<file path="src/rtl/mips_fetch_stage_if.sv">
// Bus between the MIPS fetch stage and its surroundings: the instruction ROM,
// the hazard/redirect controls, and the IF/ID pipeline register outputs.
// FETCH_PERF_CNT_EN adds the fetch/bubble performance counter outputs.
interface mips_fetch_stage_if;
    logic [11:0] rom_addr;
    logic [31:0] rom_data;
    logic        stall;
    logic        flush;
    logic        redirect_valid;
    logic [31:0] redirect_target;
    logic        halt_req;
    logic        resume;
    logic [31:0] pc;
    logic [31:0] if_id_instr;
    logic [31:0] if_id_pc4;
    logic        if_id_valid;
    logic        halted;
    logic        fetch_err;
`ifdef FETCH_PERF_CNT_EN
    logic [31:0] fetch_count;
    logic [31:0] bubble_count;
`endif

    // Fetch stage side
    modport master (
        output rom_addr, pc, if_id_instr, if_id_pc4, if_id_valid, halted, fetch_err,
`ifdef FETCH_PERF_CNT_EN
        output fetch_count, bubble_count,
`endif
        input  rom_data, stall, flush, redirect_valid, redirect_target, halt_req, resume
    );

    // ROM / pipeline control side
    modport slave (
        input  rom_addr, pc, if_id_instr, if_id_pc4, if_id_valid, halted, fetch_err,
`ifdef FETCH_PERF_CNT_EN
        input  fetch_count, bubble_count,
`endif
        output rom_data, stall, flush, redirect_valid, redirect_target, halt_req, resume
    );
endinterface

</file>
<file path="src/rtl/mips_fetch_stage.sv">
// MIPS instruction-fetch stage: owns the PC, addresses the combinational
// instruction ROM and registers the returned word into IF/ID.
// States RUN / HALTED / ERROR; a misaligned redirect is a sticky error.
// Optional: define FETCH_PERF_CNT_EN for fetch_count / bubble_count outputs.
module mips_fetch_stage #(
    parameter logic [31:0] RESET_PC = 32'h0000_0000,
    parameter logic [31:0] NOP_WORD = 32'h0000_0000
) (
    input  logic               clk,
    input  logic               rst,
    mips_fetch_stage_if.master bus
);
    localparam int unsigned XLEN = 32;
    localparam int unsigned AW   = 12;

    typedef enum logic [1:0] {
        ST_RUN    = 2'd0,
        ST_HALTED = 2'd1,
        ST_ERROR  = 2'd2
    } state_e;

    state_e            state_q, state_d;
    logic [XLEN-1:0]   pc_q, pc_d;
    logic [XLEN-1:0]   instr_q, instr_d;
    logic [XLEN-1:0]   pc4_q, pc4_d;
    logic              valid_q, valid_d;
    logic              halted_q, halted_d;
    logic              fetch_err_q, fetch_err_d;
    logic [XLEN-1:0]   pc_plus4;
    logic              load_bubble;
    logic              load_valid;
`ifdef FETCH_PERF_CNT_EN
    logic [XLEN-1:0]   fetch_cnt_q, fetch_cnt_d;
    logic [XLEN-1:0]   bubble_cnt_q, bubble_cnt_d;
`endif

    assign pc_plus4 = pc_q + XLEN'(4);

    // Next-state, next-PC and IF/ID load decision
    always_comb begin
        state_d     = state_q;
        pc_d        = pc_q;
        instr_d     = instr_q;
        pc4_d       = pc4_q;
        valid_d     = valid_q;
        load_bubble = 1'b0;
        load_valid  = 1'b0;

        case (state_q)
            ST_RUN: begin
                if (bus.halt_req) begin
                    state_d     = ST_HALTED;
                    load_bubble = 1'b1;
                end else if (bus.redirect_valid) begin
                    load_bubble = 1'b1;
                    if (bus.redirect_target[1:0] != 2'b00) begin
                        state_d = ST_ERROR;
                    end else begin
                        pc_d = bus.redirect_target;
                    end
                end else if (bus.stall) begin
                    // Hold everything; a concurrent flush still squashes IF/ID
                    load_bubble = bus.flush;
                end else begin
                    pc_d        = pc_plus4;
                    load_bubble = bus.flush;
                    load_valid  = ~bus.flush;
                end
            end
            ST_HALTED: begin
                load_bubble = 1'b1;
                if (bus.resume) begin
                    state_d = ST_RUN;
                end
            end
            ST_ERROR: begin
                load_bubble = 1'b1;
            end
            default: begin
                state_d     = ST_RUN;
                load_bubble = 1'b1;
            end
        endcase

        if (load_bubble) begin
            instr_d = NOP_WORD;
            valid_d = 1'b0;
        end else if (load_valid) begin
            instr_d = bus.rom_data;
            pc4_d   = pc_plus4;
            valid_d = 1'b1;
        end

        halted_d    = (state_d != ST_RUN);
        fetch_err_d = fetch_err_q | (state_d == ST_ERROR);
    end

`ifdef FETCH_PERF_CNT_EN
    // Performance counters; pure stall-hold edges count in neither
    always_comb begin
        fetch_cnt_d  = fetch_cnt_q + XLEN'(load_valid);
        bubble_cnt_d = bubble_cnt_q + XLEN'(load_bubble && (state_q == ST_RUN));
    end
`endif

    // State and pipeline registers, asynchronously reset
    always_ff @(posedge clk or posedge rst) begin
        if (rst) begin
            state_q      <= ST_RUN;
            pc_q         <= RESET_PC;
            instr_q      <= NOP_WORD;
            pc4_q        <= '0;
            valid_q      <= 1'b0;
            halted_q     <= 1'b0;
            fetch_err_q  <= 1'b0;
`ifdef FETCH_PERF_CNT_EN
            fetch_cnt_q  <= '0;
            bubble_cnt_q <= '0;
`endif
        end else begin
            state_q      <= state_d;
            pc_q         <= pc_d;
            instr_q      <= instr_d;
            pc4_q        <= pc4_d;
            valid_q      <= valid_d;
            halted_q     <= halted_d;
            fetch_err_q  <= fetch_err_d;
`ifdef FETCH_PERF_CNT_EN
            fetch_cnt_q  <= fetch_cnt_d;
            bubble_cnt_q <= bubble_cnt_d;
`endif
        end
    end

    assign bus.rom_addr    = pc_q[AW-1:0];
    assign bus.pc          = pc_q;
    assign bus.if_id_instr = instr_q;
    assign bus.if_id_pc4   = pc4_q;
    assign bus.if_id_valid = valid_q;
    assign bus.halted      = halted_q;
    assign bus.fetch_err   = fetch_err_q;
`ifdef FETCH_PERF_CNT_EN
    assign bus.fetch_count  = fetch_cnt_q;
    assign bus.bubble_count = bubble_cnt_q;
`endif
endmodule

</file>
<file path="src/flat_wrapper.sv">
// flat-port wrapper written by rule: the top's interface ports become plain ports
module mips_fetch_stage_flat 
#(
    parameter logic [31:0] RESET_PC = 32'h0000_0000,
    parameter logic [31:0] NOP_WORD = 32'h0000_0000
)
  (clk, rst, bus_rom_addr, bus_pc, bus_if_id_instr, bus_if_id_pc4, bus_if_id_valid, bus_halted, bus_fetch_err, bus_rom_data, bus_stall, bus_flush, bus_redirect_valid, bus_redirect_target, bus_halt_req, bus_resume);
  mips_fetch_stage_if bus_i ();
  input  logic clk;
  input  logic rst;
  output wire logic [$bits(bus_i.rom_addr)-1:0] bus_rom_addr;
  output wire logic [$bits(bus_i.pc)-1:0] bus_pc;
  output wire logic [$bits(bus_i.if_id_instr)-1:0] bus_if_id_instr;
  output wire logic [$bits(bus_i.if_id_pc4)-1:0] bus_if_id_pc4;
  output wire logic [$bits(bus_i.if_id_valid)-1:0] bus_if_id_valid;
  output wire logic [$bits(bus_i.halted)-1:0] bus_halted;
  output wire logic [$bits(bus_i.fetch_err)-1:0] bus_fetch_err;
  input wire logic [$bits(bus_i.rom_data)-1:0] bus_rom_data;
  input wire logic [$bits(bus_i.stall)-1:0] bus_stall;
  input wire logic [$bits(bus_i.flush)-1:0] bus_flush;
  input wire logic [$bits(bus_i.redirect_valid)-1:0] bus_redirect_valid;
  input wire logic [$bits(bus_i.redirect_target)-1:0] bus_redirect_target;
  input wire logic [$bits(bus_i.halt_req)-1:0] bus_halt_req;
  input wire logic [$bits(bus_i.resume)-1:0] bus_resume;
  assign bus_rom_addr = bus_i.rom_addr;
  assign bus_pc = bus_i.pc;
  assign bus_if_id_instr = bus_i.if_id_instr;
  assign bus_if_id_pc4 = bus_i.if_id_pc4;
  assign bus_if_id_valid = bus_i.if_id_valid;
  assign bus_halted = bus_i.halted;
  assign bus_fetch_err = bus_i.fetch_err;
  assign bus_i.rom_data = bus_rom_data;
  assign bus_i.stall = bus_stall;
  assign bus_i.flush = bus_flush;
  assign bus_i.redirect_valid = bus_redirect_valid;
  assign bus_i.redirect_target = bus_redirect_target;
  assign bus_i.halt_req = bus_halt_req;
  assign bus_i.resume = bus_resume;
  mips_fetch_stage #(.RESET_PC(RESET_PC), .NOP_WORD(NOP_WORD)) u_core (.clk(clk), .rst(rst), .bus(bus_i));
endmodule
</file>
<file path="config.mk">
export PLATFORM = sky130hd
export DESIGN_NAME = mips_fetch_stage_flat
export DESIGN_NICKNAME = d
export VERILOG_FILES = /design/src/rtl/mips_fetch_stage_if.sv /design/src/rtl/mips_fetch_stage.sv /design/src/flat_wrapper.sv
export SDC_FILE = /design/constraint.sdc
export NUM_CORES = 1
export LEC_CHECK = 0
export ABC_AREA = 1
export CORE_MARGIN = 2
export CORE_UTILIZATION = 42
export CTS_BUF_LIST = sky130_fd_sc_hd__clkbuf_8
export DETAILED_ROUTE_END_ITERATION = 7
export PLACE_DENSITY = 0.87
export SLEW_MARGIN = 20
export SYNTH_ARGS = -nofsm -noshare
export SYNTH_HDL_FRONTEND = slang
export SYNTH_SLANG_ARGS = --single-unit
</file>
<file path="constraint.sdc">
create_clock -name clk -period 3.4 [get_ports clk]
set_clock_uncertainty 0.15 [all_clocks]
set_input_delay 0.68 -clock clk [delete_from_list [all_inputs] [get_ports clk]]
set_output_delay 0.68 -clock clk [all_outputs]
set_load 0.005 [all_outputs]
</file>
### Word-level counts from Yosys, hierarchy flattened

Cells that the tools add are included.

| word-level totals | value |
|---|---|
| word-level logic and storage cells | 42 |
| register bits | 101 |
| output and inout bits | 111 |

| cells by class | value |
|---|---|
| bitwise logic cells | 4 |
| multiplexer cells | 19 |
| equal/unequal tests | 5 |
| $add $sub $neg | 1 |
| reductions and logical operators | 6 |

Operator list:

| operator | count |
|---|---|
| $mux 32 | 5 |
| $add 32x3->32 const B | 1 |
| $mux 1 | 9 |
| $mux 2 | 4 |
| $pmux 2 s3 | 1 |
| $reduce_bool 2->1 | 3 |
| $eq 2x2->1 const B | 2 |
| $reduce_and 4->1 | 1 |
| $not 1->1 | 3 |
| $eq 2x1->1 const B | 1 |
| $logic_not 2->1 | 1 |
| $ne 2x1->1 const B | 1 |
| $ne 2x2->1 const B | 1 |
| $reduce_and 2->1 | 1 |
| $or 1x1->1 | 1 |

### Depth between registers and ports, before layout

| logic depth | value |
|---|---|
| depth in word-level cells | 7 |
| gate-level depth with buffers | 10 |

### Worst setup path after synthesis

OpenSTA, ideal clock, no wires.

| timing | value |
|---|---|
| kind | input to register |
| start point | input port bus_redirect_valid |
| end point | register u_core.pc_q[21], in the netlist u_core.bus.pc[21] |
| stages | 8 |
| arrival | 1.531 ns |
| required time | 3.134 ns |
| setup slack | 1.603 ns |
| cell sequence | buf_4 > o21ai_2 > nor2_4 > inv_2 > clkbuf_1 > nor2_1 > nand2_1 > nand2_1 |

| on the way | value |
|---|---|
| longest elaborated chain between the ends | 2 |
| elaborated cells between the ends (all ways) | 4 |
| classes of those cells | eq/ne: 2; mux: 1; reduce/logical: 1 |

Ends and longest elaborated chain:

| what | RTL line | source |
|---|---|---|
| start, declared | flat_wrapper.sv:21 | `input wire logic [$bits(bus_i.redirect_valid)-1:0] bus_redirect_valid;` |
| $ne 2x2->1 (no line) or $ne 2x1->1 (tied branches) | n/a |  |
| $reduce_and 4->1 (no line) | n/a |  |
| end signal, assigned | mips_fetch_stage.sv:122 | `pc_q <= pc_d;` |
| end, declared | mips_fetch_stage.sv:23 | `logic [XLEN-1:0] pc_q, pc_d;` |

Several ways; a longest one is shown, not always the timed one.
A chain may end at the register's enable or synchronous reset.

### Worst setup path in the final report

| timing | value |
|---|---|
| start point | input port bus_redirect_valid |
| end point | register u_core.instr_q[25], in the netlist u_core.bus.if_id_instr[25] |

| on the way | value |
|---|---|
| longest elaborated chain between the ends | 4 |
| elaborated cells between the ends (all ways) | 8 |
| classes of those cells | mux: 7; reduce/logical: 1 |

Ends and longest elaborated chain:

| what | RTL line | source |
|---|---|---|
| $mux 1 | mips_fetch_stage.sv:54 | `end else if (bus.redirect_valid) begin` |
| $mux 1 | mips_fetch_stage.sv:51 | `if (bus.halt_req) begin` |
| $mux 1 | mips_fetch_stage.sv:49 | `case (state_q)` |
| $mux 32 or $reduce_bool 2->1 (tied branches) | n/a |  |
| end signal, assigned | mips_fetch_stage.sv:123 | `instr_q <= instr_d;` |
| end, declared | mips_fetch_stage.sv:24 | `logic [XLEN-1:0] instr_q, instr_d;` |

Several ways; a longest one is shown, not always the timed one.

==> impl_metrics.env <==
export IMPL_period_share=0.6920
export IMPL_tightestPinTransition_ns=0.8864
export IMPL_num_vias=4953
export IMPL_clkSinkCount=101
export IMPL_clk_latency_ns=0.36
export IMPL_routabilityCongestion=0.8823
export IMPL_die_x_um=114.9
export IMPL_place_area_sq_um=7003
export IMPL_cp_max_fo=48
export IMPL_rsz0062_at_grt="false"
export IMPL_fin_crit_ns=2.353
export IMPL_synthArstFlopShare=1.000
export IMPL_grt_max_degree=49
export IMPL_drive_gt1_frac=0.05972
export IMPL_gr_usage_all_layers=0.2173
export IMPL_final_area_sq_um=7182
export IMPL_status="finished clean"
export IMPL_place_ws_ns=0.6200
export IMPL_slew_violations=0
export IMPL_antenna_found_initial=0
export IMPL_dr_pass1_iters=5
export IMPL_synth_seq_area_share=0.4895
export IMPL_ir_drop_v=0.0002416
export IMPL_synth_nets=760
export IMPL_synth_area_sq_um=5164
export IMPL_final_setup_tns_ns=0
export IMPL_num_rows=40
export IMPL_leakagePower_nw=3.176
export IMPL_syn_inst=688
export IMPL_drc=0
export IMPL_grt_pass1_vias=4678
export IMPL_die_area_sq_um=13200
export IMPL_min_from="u_core.bus.fetch_err$_DFF_PP0_"
export IMPL_synth_distinct_cells=30
export IMPL_maxSlewHeadroom=0.4078
export IMPL_h_tree_depth=3
export IMPL_cts_resized=0
export IMPL_layout_nets=921
export IMPL_ctsLongestPathBuffers=2
export IMPL_numCtsBuffers=9
export IMPL_synth_seq_cells=101
export IMPL_power_w=0.004620
export IMPL_hold_depth=1
export IMPL_synth_ff_type="dfrtp_1"
export IMPL_ff2ff_setup_slack_ns=1.50
export IMPL_pin_count=182
export IMPL_cts_root_buf="clkbuf_8"
export IMPL_ant_nets=0
export IMPL_grt_pass1_wl_um=22740
export IMPL_path_class="in -> reg"
export IMPL_antenna_cells=0
export IMPL_vias_per_cell=4.948
export IMPL_worstSetupStartpointType="primary input"
export IMPL_fp_dieH_um=114.9
export IMPL_hold_violations=0
export IMPL_totalWireLength_um=13950
export IMPL_r2r_end="u_core.bus.pc[24]$_DFFE_PP0P_"
export IMPL_register_area_sq_um=2527
export IMPL_fin_ws_ns=1.047
export IMPL_multi_input_area_sq_um=2125
export IMPL_reg2reg_depth=10
export IMPL_syn_to_final_growth_pct=39.08
export IMPL_setup_viol=0
export IMPL_fillCellCount=1073
export IMPL_final_cell_mix="nand2_1 (235), clkdlybuf4s50_1 (181), dfrtp_1 (101)"
export IMPL_core_area_sq_um=12010
export IMPL_crit_required_ns=3.52
export IMPL_start_util=0.4299
export IMPL_powerDensity_nw_per_um2=643.2
export IMPL_r2r_start="u_core.bus.pc[2]$_DFFE_PP0P_"
export IMPL_critical_path_arrival_ns=2.48
export IMPL_final_common_cell="nand2_1"
export IMPL_cts_tree="done"
export IMPL_hold_end="u_core.bus.fetch_err$_DFF_PP0_"
export IMPL_wl_per_cell_um=13.94
export IMPL_clk_pin_slew_worst_paths_ns=0.09
export IMPL_cts_hold_buf=0
export IMPL_synth_edf_count=0
export IMPL_maxCapViolCount=0
export IMPL_hp_class="reg -> reg"
export IMPL_syn_area_per_cell_sq_um=7.505
export IMPL_portBuffers=181
export IMPL_hpwl_um=10220
export IMPL_yosys_warnings=0
export IMPL_drtIter0Drc=346
export IMPL_fmax_mhz=425.0
export IMPL_postCtsSetupBuffers=0
export IMPL_grt_overflow_total=0
export IMPL_crit_path_end_kind="flip-flop"
==> logic make-up after synthesis <==
kind of cell | after synthesis | share of synthesized area
compound gates | 88 | 0.09184
simple gates | 381 | 0.3053
fa+ha+maj | 1 | 0.002423
xor+xnor | 7 | 0.01187
flops | 101 | 0.4895
buf+inv | 110 | 0.09910
==> cells in the mapped netlist, types with 2 or more instances <==
cell | n | area (sq um)
nand2_1 | 235 | 882.1
dfrtp_1 | 101 | 2527
nor2_1 | 87 | 326.6
inv_1 | 68 | 255.2
o21ai_0 | 54 | 270.3
nand3_1 | 30 | 150.1
buf_4 | 18 | 135.1
a31oi_1 | 13 | 81.33
buf_2 | 13 | 65.06
a21oi_1 | 10 | 50.05
nor2_2 | 9 | 56.30
clkbuf_1 | 6 | 22.52
nor2_4 | 6 | 67.56
nand2_2 | 5 | 31.28
o21ai_1 | 4 | 20.02
xnor2_1 | 4 | 35.03
and2_1 | 3 | 18.77
inv_2 | 3 | 11.26
xor2_1 | 3 | 26.28
buf_6 | 2 | 22.52
o211ai_1 | 2 | 15.01
o21ai_2 | 2 | 17.52
o22ai_1 | 2 | 12.51
or2_2 | 2 | 12.51
==> layer usage <==
metal | up-vias | routed length [um] | GRT usage
met5 | - | 0 | 0
met4 | 0 | 153 | 0.06024
met3 | 12 | 1185 | 0.05851
met2 | 193 | 6656 | 0.3608
met1 | 2298 | 5958 | 0.2817
li1 | 2450 | - | -
==> cell type report <==
type | instances | area share
inverters | 71 | 0.03763
repair buffers | 189 | 0.2641
flip-flops and latches | 101 | 0.3519
clock buffers | 11 | 0.02108
clock inverters | 5 | 0.003833
multi-input cells | 477 | 0.2958
well taps | 147 | 0.02561
==> metrics by stage <==
step	util	hold WS, ns	cells
floorplan	-	0.3150	688
global placement	0.5830	0.3029	985
detailed placement	0.5830	0.3034	985
CTS	0.5979	0.3298	1001
global route	0.5979	0.3481	1001
finish	0.5979	0.3253	1001
==> power breakdown <==
group	switching [W]	total (W)	internal [W]
Clock	0.000406	0.000706	0.000300
Sequential	0.000418	0.00198	0.00156
Combinational	0.000837	0.00194	0.00110
==> flip-flops by register name, summed over array words and instances (netlist names) <==
| name | cells |
|---|---|
| u_core.bus.pc | 32 |
| u_core.bus.if_id_valid | 1 |
| u_core.bus.if_id_instr | 32 |
| u_core.bus.if_id_pc4 | 32 |
| u_core.state_q | 2 |
| u_core.bus.halted | 1 |
| u_core.bus.fetch_err | 1 |
==> critical path: stages <==
cell and delay (ns):
clkdlybuf4s50_1 0.43, buf_4 0.22, inv_2 0.07, buf_4 0.42, nand4_1 0.17, buf_4 0.26, o21ai_0 0.21
==> worst max path at each step <==
stage | start | endpoint | cells past startpoint
5_1_grt | bus_redirect_valid | u_core.bus.if_id_instr[25]$_DFFE_PP0P_ | 7
4_1_cts | bus_redirect_valid | u_core.bus.if_id_instr[25]$_DFFE_PP0P_ | 7
6_report | bus_redirect_valid | u_core.bus.if_id_instr[25]$_DFFE_PP0P_ | 7
2_1_floorplan | rst | u_core.bus.fetch_err$_DFF_PP0_ | 1
3_3_place_gp | bus_redirect_valid | u_core.bus.if_id_instr[11]$_DFFE_PP0P_ | 7
3_5_place_dp | bus_redirect_valid | u_core.bus.if_id_instr[25]$_DFFE_PP0P_ | 7
No activity file was read; power rests on OpenSTA's default activity.
